File: src/rtl/mem_access_ctrl.sv
// MEM-stage access controller: issues one request per load/store to a
// variable-latency data memory and freezes the pipeline until it answers.
module mem_access_ctrl #(
    parameter int DATA_WIDTH = 32,
    parameter int ADDR_WIDTH = 32,
    parameter int MAX_WAIT   = 15
) (
    input  logic                  clk,
    input  logic                  reset,
    input  logic                  i_Sig_Memory_Read_Enable,
    input  logic                  i_Sig_Memory_Write_Enable,
    input  logic [ADDR_WIDTH-1:0] i_ALU_Result,
    input  logic [DATA_WIDTH-1:0] i_Write_Data,
    output logic                  o_Mem_Req,
    output logic                  o_Mem_Write,
    output logic [ADDR_WIDTH-1:0] o_Mem_Address,
    output logic [DATA_WIDTH-1:0] o_Mem_Write_Data,
    input  logic                  i_Mem_Ready,
    input  logic [DATA_WIDTH-1:0] i_Mem_Read_Data,
    output logic [DATA_WIDTH-1:0] o_Memory_Read_Value,
    output logic                  o_Sig_Freeze,
    output logic                  o_Sig_Timeout_Error
);

    localparam int CNT_W = $clog2(MAX_WAIT + 1);

    typedef enum logic [1:0] {
        IDLE,
        ACCESS,
        DONE
    } state_t;

    state_t           state, next_state;
    logic [CNT_W-1:0] wait_cnt;
    logic             mem_en;
    logic             wait_expired;

    assign mem_en       = i_Sig_Memory_Read_Enable | i_Sig_Memory_Write_Enable;
    // Ready arriving on the last allowed cycle takes precedence over the timeout.
    assign wait_expired = (state == ACCESS) && !i_Mem_Ready
                          && (wait_cnt == CNT_W'(MAX_WAIT - 1));

    assign o_Mem_Req    = (state == ACCESS);
    assign o_Sig_Freeze = ((state == IDLE) && mem_en) || (state == ACCESS);

    // NOTE: sequential state uses non-blocking assignments so every register
    // samples pre-edge values regardless of block ordering.
    always_ff @(posedge clk or posedge reset) begin
        if (reset) state <= IDLE;
        else       state <= next_state;
    end

    // NOTE: next_state gets a default before the case so no path leaves it
    // unassigned, which would otherwise infer a latch.
    always_comb begin
        next_state = state;
        case (state)
            IDLE:    if (mem_en) next_state = ACCESS;
            ACCESS:  if (i_Mem_Ready || wait_expired) next_state = DONE;
            DONE:    next_state = IDLE;
            default: next_state = IDLE;
        endcase
    end

    // DONE is a deliberate one-cycle release so the held instruction is not
    // reissued while the pipeline advances past it.
    always_ff @(posedge clk or posedge reset) begin
        if (reset) begin
            wait_cnt            <= '0;
            o_Mem_Write         <= 1'b0;
            o_Mem_Address       <= '0;
            o_Mem_Write_Data    <= '0;
            o_Memory_Read_Value <= '0;
            o_Sig_Timeout_Error <= 1'b0;
        end else begin
            case (state)
                IDLE: begin
                    if (mem_en) begin
                        wait_cnt         <= '0;
                        o_Mem_Write      <= i_Sig_Memory_Write_Enable;
                        o_Mem_Address    <= i_ALU_Result;
                        o_Mem_Write_Data <= i_Write_Data;
                    end
                end
                ACCESS: begin
                    if (i_Mem_Ready) begin
                        if (!o_Mem_Write) o_Memory_Read_Value <= i_Mem_Read_Data;
                    end else if (wait_expired) begin
                        o_Sig_Timeout_Error <= 1'b1;
                        if (!o_Mem_Write) o_Memory_Read_Value <= '0;
                    end else begin
                        wait_cnt <= wait_cnt + 1'b1;
                    end
                end
                default: ;
            endcase
        end
    end

endmodule

File: config.mk
export PLATFORM = sky130hd
export DESIGN_NAME = mem_access_ctrl
export DESIGN_NICKNAME = d
export VERILOG_FILES = /design/src/rtl/mem_access_ctrl.sv
export SDC_FILE = /design/constraint.sdc
export NUM_CORES = 1
export LEC_CHECK = 0
export ABC_AREA = 0
export ABC_CLOCK_PERIOD_IN_PS = 4100
export CAP_MARGIN = 20
export CELL_PAD_IN_SITES_DETAIL_PLACEMENT = 1
export CELL_PAD_IN_SITES_GLOBAL_PLACEMENT = 1
export CORE_MARGIN = 1.5
export CORE_UTILIZATION = 33
export CTS_BUF_LIST = sky130_fd_sc_hd__clkbuf_4
export DETAILED_ROUTE_END_ITERATION = 10
export PLACE_DENSITY = 0.83
export REMOVE_ABC_BUFFERS = 1
export SYNTH_ARGS = -nofsm -noshare
export SYNTH_HDL_FRONTEND = slang
export SYNTH_SLANG_ARGS = --single-unit
File: constraint.sdc
create_clock -name clk -period 4.1 [get_ports clk]
set_clock_uncertainty 0.2 [all_clocks]
set_input_delay 0.615 -clock clk [delete_from_list [all_inputs] [get_ports clk]]
set_output_delay 0.615 -clock clk [all_outputs]
set_load 0.01 [all_outputs]
-- After elaboration in Yosys (flattened, before gate mapping)
Cells that the tools add are included.
W data, S select, Z words.
- bits in latches: 0
- logic and storage cells: 43
- input bits: 101
- bits in writable memories: 0
- memory bits (read-only): 0
- register bits: 104
- output and inout port bits: 100
- memories: 0
- add/sub/neg operators: 1
- equal/unequal tests: 8
- reductions and logical operators: 14
- magnitude comparators: 0
- div/mod/pow operators: 0
- bitwise gates (word level): 2
- multipliers: 0
- mux-type cells: 11
- shift-type cells: 0
- operators with widths (kind ; count):
    $mux W32 ; 4
    $mux W4 ; 3
    $ne A2 B2 Y1 const B ; 5
    $pmux W4 S2 ; 1
    $reduce_and A4 Y1 ; 2
    $add A4 B1 Y4 const B ; 1
    $eq A4 B4 Y1 const B ; 1
    $mux W2 ; 2
    $pmux W2 S2 ; 1
    $reduce_and A2 Y1 ; 2
    $reduce_bool A2 Y1 ; 2
    $logic_and A1 B1 Y1 ; 3
    $reduce_and A3 Y1 ; 1
    $eq A2 B1 Y1 const B ; 1
    $logic_not A2 Y1 ; 1
    $logic_or A1 B1 Y1 ; 2
    $ne A2 B1 Y1 const B ; 1
    $logic_not A1 Y1 ; 1
    $not A1 Y1 ; 1
    $or A1 B1 Y1 ; 1

-- Depth between registers and ports, before layout
- word-level depth: 6
- depth in mapped cells: 7
- gate-level depth less buffers: 5

-- Least setup slack after synthesis
Ideal clock, no wire load.
- kind: input to output
- start point: input port i_Sig_Memory_Write_Enable
- end point: output port o_Sig_Freeze
- arrival time: 1.200 ns
- cell stages on the path: 2
- path buffers: 0
- setup slack: 2.085 ns
- required time: 3.285 ns
- path through: nor2_1 o21ai_0
- longest elaborated chain between the ends: 3
- RTL lines (element ; line ; source):
    start, declared ; 11 ; input logic i_Sig_Memory_Write_Enable,
    $or A1 B1 Y1 ; 38 ; assign mem_en = i_Sig_Memory_Read_Enable | i_Sig_Memory_Write_Enable;
    $logic_and A1 B1 Y1 ; 44 ; assign o_Sig_Freeze = ((state == IDLE) && mem_en) || (state == ACCESS);
    $logic_or A1 B1 Y1 ; 44 ;
    end, declared ; 21 ; output logic o_Sig_Freeze,
No other way between the ends.

-- Worst setup path in the final report
- start point: input port i_Sig_Memory_Read_Enable
- end point: output port o_Sig_Freeze
- longest elaborated chain between the ends: 3
- RTL lines (element ; line ; source):
    start, declared ; 10 ; input logic i_Sig_Memory_Read_Enable,
    $or A1 B1 Y1 ; 38 ;
    $logic_and A1 B1 Y1 ; 44 ;
    $logic_or A1 B1 Y1 ; 44 ;
No other way between the ends.

==> metrics.txt <==
run status=completed; post-synthesis sequential area ratio=0.616; Die Ht=116 microns; WL met1=4.36 mm; full die area=13500 sq um; top-area cell type share of the netlist area=0.616; DRC=0; post-synth top area cell=dfrtp_1; number of global-route vias before repair=3267; routed wire length=11.1 mm; Synth warnings=0; # setup viols final=0; VDD IR max=407 uV; first-pass GRT wire length=17.2 mm; CTS clk-pin slew, worst paths=160 ps; wire per inst=17.8 microns; Static Leak=0.00288 uW; layout cells sized above 1=0.194; Worst Max-Slew Pin Slew=1060 ps; RSZ-0062 raised after global routing=false; CP Capture Type=output pin; Hold Vio Cnt, Final=0; # Max-Cap Violations=0; Sink Count=104; CTS max path bufs=2; cell count after synthesis=248; Yosys cell types=28; worst skew pair latency=470 ps; Vias/cell=4.66; routed wl met3=1.07 mm; worst reg-to-reg setup slack=1690 ps; Syn Std Cell Area=4220 sq um; via count=2919; Arr. time, crit path=2170 ps; DP HPWL=8.13 mm; power per standard cell area=763 nW/um^2; Ports=201; crit share post-route=0.729; initial DRC count=92; number of buffers created by CTS=9; CP required=3280 ps; syn_area_per_cell=17.0 sq um; CTS tree=done; Crit Path Class=in -> out; Final Wtd Congestion=0.740; CTS root buffer=clkbuf_4; antenna viol nets, final=0; Final Max Slew Viols=0; # resized after CTS=0; metal2 WL=5.48 mm; ANT cells=0; Slew HR=0.291; final global-route overflow total=0; #FFs+latches synth=104; crit-path max FO=4; GRT Total Usage=0.169; highest routed layer=met4; Starting Density=0.336; pre-CTS setup slack=1100 ps; Post-CTS Setup Inserts=0; Buffers on Ports=200; Setup crit start kind=input pin; Achievable Freq=335 MHz; core box area=12600 sq um; top cells by area, synth=dfrtp_1 62%, mux2_4 21%, a22o_1 6.8%, buf_8 2.1%, mux2_2 1.1%; TritonRoute pass-1 iters=4; Sum Neg Setup Slack=0 ps; NumNets Final=552; Hold WC Path Type=reg -> reg; H-tree depth=3; Die W=116 microns; Final WS setup=1110 ps; Area Growth Syn to Fin=54.3%; cell row count=41; largest net degree at the start of global routing=55; hold_buf cts=0; initial antenna violation count=0; clock period minus worst slack=2990 ps
## synth_stat cells
cell	n
or2_1	1
mux2_2	4
a31oi_1	1
or3_1	2
o21ai_1	1
nor3b_2	1
nand2b_4	1
o221ai_1	3
o22ai_1	1
o21ai_0	1
dfrtp_1	104
nor2_8	1
nand2b_1	1
buf_8	6
buf_2	4
nand3_1	1
inv_1	5
nand2_1	2
a22o_1	33
or3b_1	2
and3_1	1
mux2_4	60
a21o_1	1
nor2_1	4
ha_1	2
or2_4	1
mux2i_1	1
buf_6	3
## cells in the final DEF (no fill, tap or decap)
cell and count:
a21o_1 1, nand2_1 2, or3_1 2, clkinv_2 1
inv_4 1, o21ai_1 1, ha_1 2, nor2_1 4
mux2_4 60, nand3_1 1, nand2b_1 1, o21ai_0 1
o221ai_1 3, and3_1 1, or2_4 1, or2_1 1
mux2i_1 1, a31oi_1 1, or3b_1 2, a22o_1 33
clkinvlp_4 1, buf_12 2, buf_4 1, mux2_2 4
clkdlybuf4s50_1 200, dfrtp_1 104, clkinv_4 1, nor2_8 1
clkbuf_4 11, nor3b_4 1, inv_1 4, nand2b_4 1
bufinv_16 2, o22ai_1 1
## metrics by stage
step           hold slack (ps)  instance area [sq um]  utilization  instances  power, uW
3_5_place_dp               251                   6350        0.505        610       4410
6_report                   290                   6520        0.518        626       4970
5_1_grt                    323                   6520        0.518        626       5260
4_1_cts                    290                   6520        0.518        626       5040
3_3_place_gp               247                   6350        0.505        610       4330
2_1_floorplan              293                   4080            -        235       3060
## layout make-up
| class | instances | area (sq um) |
|---|---|---|
| Timing Repair Buffer | 203 | 2050 |
| Tap cell | 172 | 215 |
| Fill cell | 1227 | 6050 |
| Inverter | 5 | 21.3 |
| Clock buffer | 11 | 82.6 |
| Clock inverter | 5 | 81.3 |
| Sequential cell | 104 | 2600 |
| Multi-Input combinational cell | 126 | 1460 |
## report_power, final
part / internal, uW / switching (uW) / leakage [uW] / total [uW]
Combinational: 1630 / 904 / 0.00154 / 2530
Clock: 261 / 338 / 0.0000871 / 600
Sequential: 1520 / 321 / 0.00125 / 1840
## cells by family after synthesis
group                    Yosys count  share of synthesized area
AO/OA/AOI/OAI                     41                     0.0818
adder cells (fa/ha/maj)            2                    0.00592
buffers and inverters             18                     0.0385
flip-flops                       104                      0.616
multiplexers                      65                      0.226
AND/OR/NAND/NOR                   18                     0.0311
## sequential cells by signal, summed over array words and instances (netlist names)
signal	flops
wait_cnt	4
o_Sig_Timeout_Error	1
o_Memory_Read_Value	32
o_Mem_Write_Data	32
state	2
o_Mem_Address	32
o_Mem_Write	1
## worst max-delay path: stages
cell and delay [ps]:
clkdlybuf4s50_1 430, nor2_1 440, o21ai_0 170, clkdlybuf4s50_1 510
## metal layers
metal	up-vias	GRT usage
li1	1299	-
met1	1456	0.189
met2	147	0.284
met3	17	0.0675
met4	0	0.0813
met5	-	0
## path summary, 6_finish.rpt
kind | to | cells past startpoint | from
max | o_Sig_Freeze | 4 | i_Sig_Memory_Read_Enable
min | o_Sig_Timeout_Error$_DFFE_PP0P_ | 1 | o_Sig_Timeout_Error$_DFFE_PP0P_
max reg2reg | o_Mem_Address[24]$_DFFE_PP0P_ | 4 | state[0]$_DFFE_PP0P_
min reg2reg | o_Sig_Timeout_Error$_DFFE_PP0P_ | 1 | o_Sig_Timeout_Error$_DFFE_PP0P_
max in group asynchronous | o_Mem_Address[7]$_DFFE_PP0P_ | 3 | reset
min in group asynchronous | o_Mem_Write_Data[13]$_DFFE_PP0P_ | 2 | reset
Note: power is estimated with default switching activity, not from simulation.
